### src/rtl/comp_dcd.sv
// Comparator-flag condition decoder.
// Selects one of six relational conditions from the greater/equal flags,
// presents it combinationally on z[0], and keeps an enabled registered copy.
module comp_dcd (
    input  logic        clk,
    input  logic        rst_n,
    input  logic        grtr_in,
    input  logic        eql_in,
    input  logic [2:0]  ctrl,
    input  logic        en,
    output logic [31:0] z,
    output logic [31:0] z_q,
    output logic        ctrl_err,
    output logic        ctrl_err_q
);

    logic cond;
    logic ctrl_bad;

    // Codes 110 and 111 are unused; plain gates let X/Z on ctrl propagate.
    assign ctrl_bad = ctrl[2] & ctrl[1];

    // Condition select as a mux tree so unknown inputs are not resolved.
    assign cond = ctrl_bad ? 1'b0 :
                  ctrl[2]  ? (ctrl[0] ? ~eql_in : eql_in) :
                  ctrl[1]  ? (ctrl[0] ? (grtr_in | eql_in) : (grtr_in & ~eql_in)) :
                             (ctrl[0] ? (~grtr_in | eql_in) : (~grtr_in & ~eql_in));

    assign z        = {31'd0, cond};
    assign ctrl_err = ctrl_bad;

    // Registered copy: async clear, load on enable, otherwise hold.
    always_ff @(posedge clk or negedge rst_n) begin
        if (!rst_n) begin
            z_q        <= '0;
            ctrl_err_q <= 1'b0;
        end else if (en) begin
            z_q        <= z;
            ctrl_err_q <= ctrl_err;
        end
    end

endmodule

### config.mk
export PLATFORM = sky130hd
export DESIGN_NAME = comp_dcd
export DESIGN_NICKNAME = d
export VERILOG_FILES = /design/src/rtl/comp_dcd.sv
export SDC_FILE = /design/constraint.sdc
export NUM_CORES = 1
export LEC_CHECK = 0
export ABC_CLOCK_PERIOD_IN_PS = 1000
export CORE_AREA = 8 8 45 47
export DETAILED_ROUTE_END_ITERATION = 6
export DIE_AREA = 0 0 53 55
export DONT_BUFFER_PORTS = 1
export PLACE_DENSITY = 0.67
export SYNTH_ARGS = -nofsm -noshare
export SYNTH_HDL_FRONTEND = slang
export SYNTH_SLANG_ARGS = --single-unit
### constraint.sdc
create_clock -name clk -period 1 [get_ports clk]
set_input_delay 0.1 -clock clk [delete_from_list [all_inputs] [get_ports clk]]
set_output_delay 0.1 -clock clk [all_outputs]
set_load 0.1 [all_outputs]
Yosys cells after proc, flatten, opt, wreduce, memory -nomap -nowiden:

Index checks and enable logic that the tools add are counted.

* mux-type cells: 6
* bitwise operators: 7

Operator list (count)
* $mux 1: 6
* $and 1x1->1: 3
* $not 1->1: 2
* $or 1x1->1: 2

* register bits: 2
* input port bits: 8
* output and inout bits: 66
* word-level logic and storage cells: 15

Depth between registers and ports, before layout:

* depth after elaboration: 6
* gate-level depth with buffers: 4
* mapped depth without buffers: 3

Worst setup path before layout:

Ideal clock, no wire load.

* path kind: register -> register
* start: register ctrl_err_q (netlist name)
* end: register ctrl_err_q
* library setup time: 0.125 ns
* data arrival time: 1.130 ns
* data required time: 0.875 ns
* path slack: -0.256 ns
* cell stages (with the launch flop): 2
* path buffers: 0
* clock period less this slack: 1.256 ns
* path through: dfrtp_1 > mux2_2

RTL lines
* end signal, assigned: line 39 `ctrl_err_q <= ctrl_err;`
* end, declared: line 14 `output logic ctrl_err_q`

Worst setup path after layout:

* start: register ctrl_err_q
* end: output port ctrl_err_q

No word-level cell between the ends.

==> results.py <==
metrics = {
    "outcome": {
        "run_status": "completed",
    },
    "floorplan": {
        "io_pins": 74,
        "die-height_um": 55,
        "die_span_in_x_um": 53,
        "initial_core_util_pct": 44.6,
        "core-area_um2": 1380,
        "die_area_um2": 2920,
        "fp-row-count": 14,
    },
    "critical_path": {
        "crit_buf_inv": 1,
        "cp_top_family": "flip-flops",
        "worstPathCellList": "buf_4",
        "endpoint_kind": "output port",
        "path_class": "reg2out",
        "path_max_fanout": 2,
        "crit_required_ns": 0.90,
        "crit_path_top_delay_cell": "sky130_fd_sc_hd__dfrtp_2",
        "cpPeakStageDelay_ns": 0.35,
        "timing.critical_path.arrival_ns": 0.85,
        "timing.critical_path.from_type": "flop",
    },
    "detailed_routing": {
        "drc": 0,
        "routedWlPerCell_um": 11.0,
        "dr.pass1.iters": 2,
        "finalWirelength_um": 1120,
        "vias_per_cell": 3.07,
        "number_of_drc_violations_after_detailed_routing_iteration_0": 1,
        "route.antenna.remaining_nets": 0,
        "num_vias": 313,
    },
    "cts": {
        "clock_sinks": 2,
        "clk_transition_reported_paths_ns": 0.03,
        "post_cts.repair.setup_buffers": 0,
        "worstSkewPairLatency_ns": 0.22,
        "h-tree-depth": 1,
        "tritoncts": "yes",
        "tritoncts.num_buffers": 3,
        "postCtsResizedCells": 0,
        "clk_root_buffer_cell": "sky130_fd_sc_hd__clkbuf_4",
        "cts_buffer_depth": 2,
    },
    "logic_synthesis": {
        "post_synth.cell_area_avg_um2": 7.71,
        "syn_inst": 80,
        "share_of_synthesized_area_spent_on_multiplexers_pct": 1.83,
        "synth_fa_ha_area_share_pct": 0,
        "synth_seq_cells": 2,
        "synthSimpleGateAreaFrac_pct": 4.46,
        "syn-cell-area_um2": 617,
        "synth_top_family_by_area": "buffers and inverters",
        "synth_xor_area_share_pct": 1.42,
        "synth_sequential_area_ratio_pct": 8.11,
        "complex_gate_fraction_of_the_synthesized_area_pct": 6.29,
        "yosys_warnings": 0,
        "post_synth_num_cell_types": 16,
    },
    "cells_and_area": {
        "mostFrequentLayoutCells": "sky130_fd_sc_hd__conb_1 (62), sky130_fd_sc_hd__clkbuf_4 (3), sky130_fd_sc_hd__buf_12 (3)",
        "ff_latch_area_um2": 52.6,
        "antenna_cells_inserted": 0,
        "share_of_post_route_cells_with_drive_strength_above_1_pct": 15.1,
        "multi_input_comb_area_um2": 323,
        "syn_to_final_growth_pct": -19.1,
        "fillerInstances": 143,
        "final_common_cell": "sky130_fd_sc_hd__conb_1",
        "finish.net_count": 96,
        "finish.cell_count_without_fillers": 102,
    },
    "place": {
        "port_buffers": 0,
        "hpwl_um": 1060,
        "numPlacedInstances": 98,
        "finalWeightedCongestion": 0.660,
    },
    "timing": {
        "fin_tns_setup_ns": 0,
        "final.period_utilization_pct": 95.3,
        "clock_skew_ns": 0,
        "timing_max_transition_violations_final": 0,
        "finalWorstPathRequiredPeriod_ns": 0.953,
        "achievable_frequency_ghz": 1.05,
        "setup_violation_total_in_the_final_timing_report": 0,
        "grt_setup_unrepaired": "no",
        "number_of_failing_hold_endpoints_at_the_final_stage": 0,
    },
    "power": {
        "power.density_cell_area_nw_per_um2": 2990,
        "power.total_mw": 1.49,
        "ir_drop_mv": 1.17,
        "p_leak_nw": 0.310,
    },
    "global_route": {
        "pin_count_of_the_biggest_net_entering_global_routing": 7,
        "antenna_violations_before_repair": 0,
        "first_global_vias": 294,
        "grt_overflow": 0,
        "grt_first_pass_wirelength_um": 1150,
        "grt_resource_usage_total_pct": 5.35,
    },
    "min_path": {
        "worst_hold_path_type": "in2reg",
    },
    "flow_run": {
        "maxCapViolCount": 0,
    },
}
cell type report:
| class | count | share of cell area, % |
|---|---|---|
| Clock buffer | 3 | 4.51 |
| Inverter | 1 | 0.752 |
| Multi-Input combinational cell | 75 | 64.7 |
| Sequential cell | 2 | 10.5 |
| Tap cell | 16 | 4.01 |
| Timing Repair Buffer | 5 | 15.5 |
timing repair:
action | 4_1_cts | 5_1_grt
endpoints found under the hold margin | 2 | 0
hold buffers | 1 | 0
endpoints found under the setup margin | 0 | 0
report_power, final:
group / switching [mW] / internal, mW / leakage (nW) / total (mW)
combinational: 1.15 / 0.0679 / 0.274 / 1.22
clock: 0.0402 / 0.132 / 0.0138 / 0.172
sequential: 0.00725 / 0.0917 / 0.0223 / 0.0989
total: 1.20 / 0.291 / 0.310 / 1.49
synthesized netlist by cell type:
library cell               count  area [um^2]
sky130_fd_sc_hd__xor2_1        1         8.76
sky130_fd_sc_hd__nand3b_1      1         7.51
sky130_fd_sc_hd__nor3_1        1         5.00
sky130_fd_sc_hd__and2_2        1         7.51
sky130_fd_sc_hd__buf_4        63          473
sky130_fd_sc_hd__inv_1         1         3.75
sky130_fd_sc_hd__dfrtp_1       2         50.1
sky130_fd_sc_hd__a21oi_1       2         10.0
sky130_fd_sc_hd__a21o_2        1         8.76
sky130_fd_sc_hd__o41ai_1       1         8.76
sky130_fd_sc_hd__mux2_2        1         11.3
sky130_fd_sc_hd__nor2_1        1         3.75
sky130_fd_sc_hd__nand2_1       1         3.75
sky130_fd_sc_hd__a31oi_1       1         6.26
sky130_fd_sc_hd__conb_1        1         3.75
sky130_fd_sc_hd__o21ai_0       1         5.00
path summary, 6_finish.rpt:
check / from / to / slack (ns) / cells past startpoint
max in group asynchronous: rst_n / ctrl_err_q / 0.73 / 1
min in group asynchronous: rst_n / z_q[0] / 0.12 / 1
worst max-delay path: ctrl_err_q / ctrl_err_q / 0.05 / 1
worst min register to register: ctrl_err_q / ctrl_err_q / 0.52 / 1
worst min-delay path: en / ctrl_err_q / 0.05 / 1
worst max register to register: ctrl_err_q / ctrl_err_q / 0.23 / 1
per-stage QoR:
stage                     hold WS (ns)  worst slack (ns)  cell area (um^2)  utilization (%)
after CTS                       0.0448            0.0359               499             36.1
after global placement          -0.196             0.162               467             33.7
final                           0.0460            0.0468               499             36.1
after global routing            0.0393            0.0253               499             36.1
after detailed placement        -0.195             0.150               467             33.7
after floorplan                 -0.196           -0.0365               848                -
state kept, by name, indices dropped and copies added, names as in the netlist:
| register | count |
|---|---|
| ctrl_err_q | 1 |
| z_q | 1 |
metal layers:
layer	up-vias	global-route usage (%)	share of wire, %
met4	0	5.17	0
met3	0	2.14	22
li1	139	-	-
met1	138	3.79	24
met2	36	10.4	55
met5	-	0	0
kinds of logic (layout without fill, tap and decap cells):
kind of cell	after synthesis	in the layout
xor+xnor	1	1
compound gates	6	6
buf+inv	64	9
mux	1	1
other cells	1	62
flops	2	2
simple gates	5	5
(Power assumes the default switching activity.)
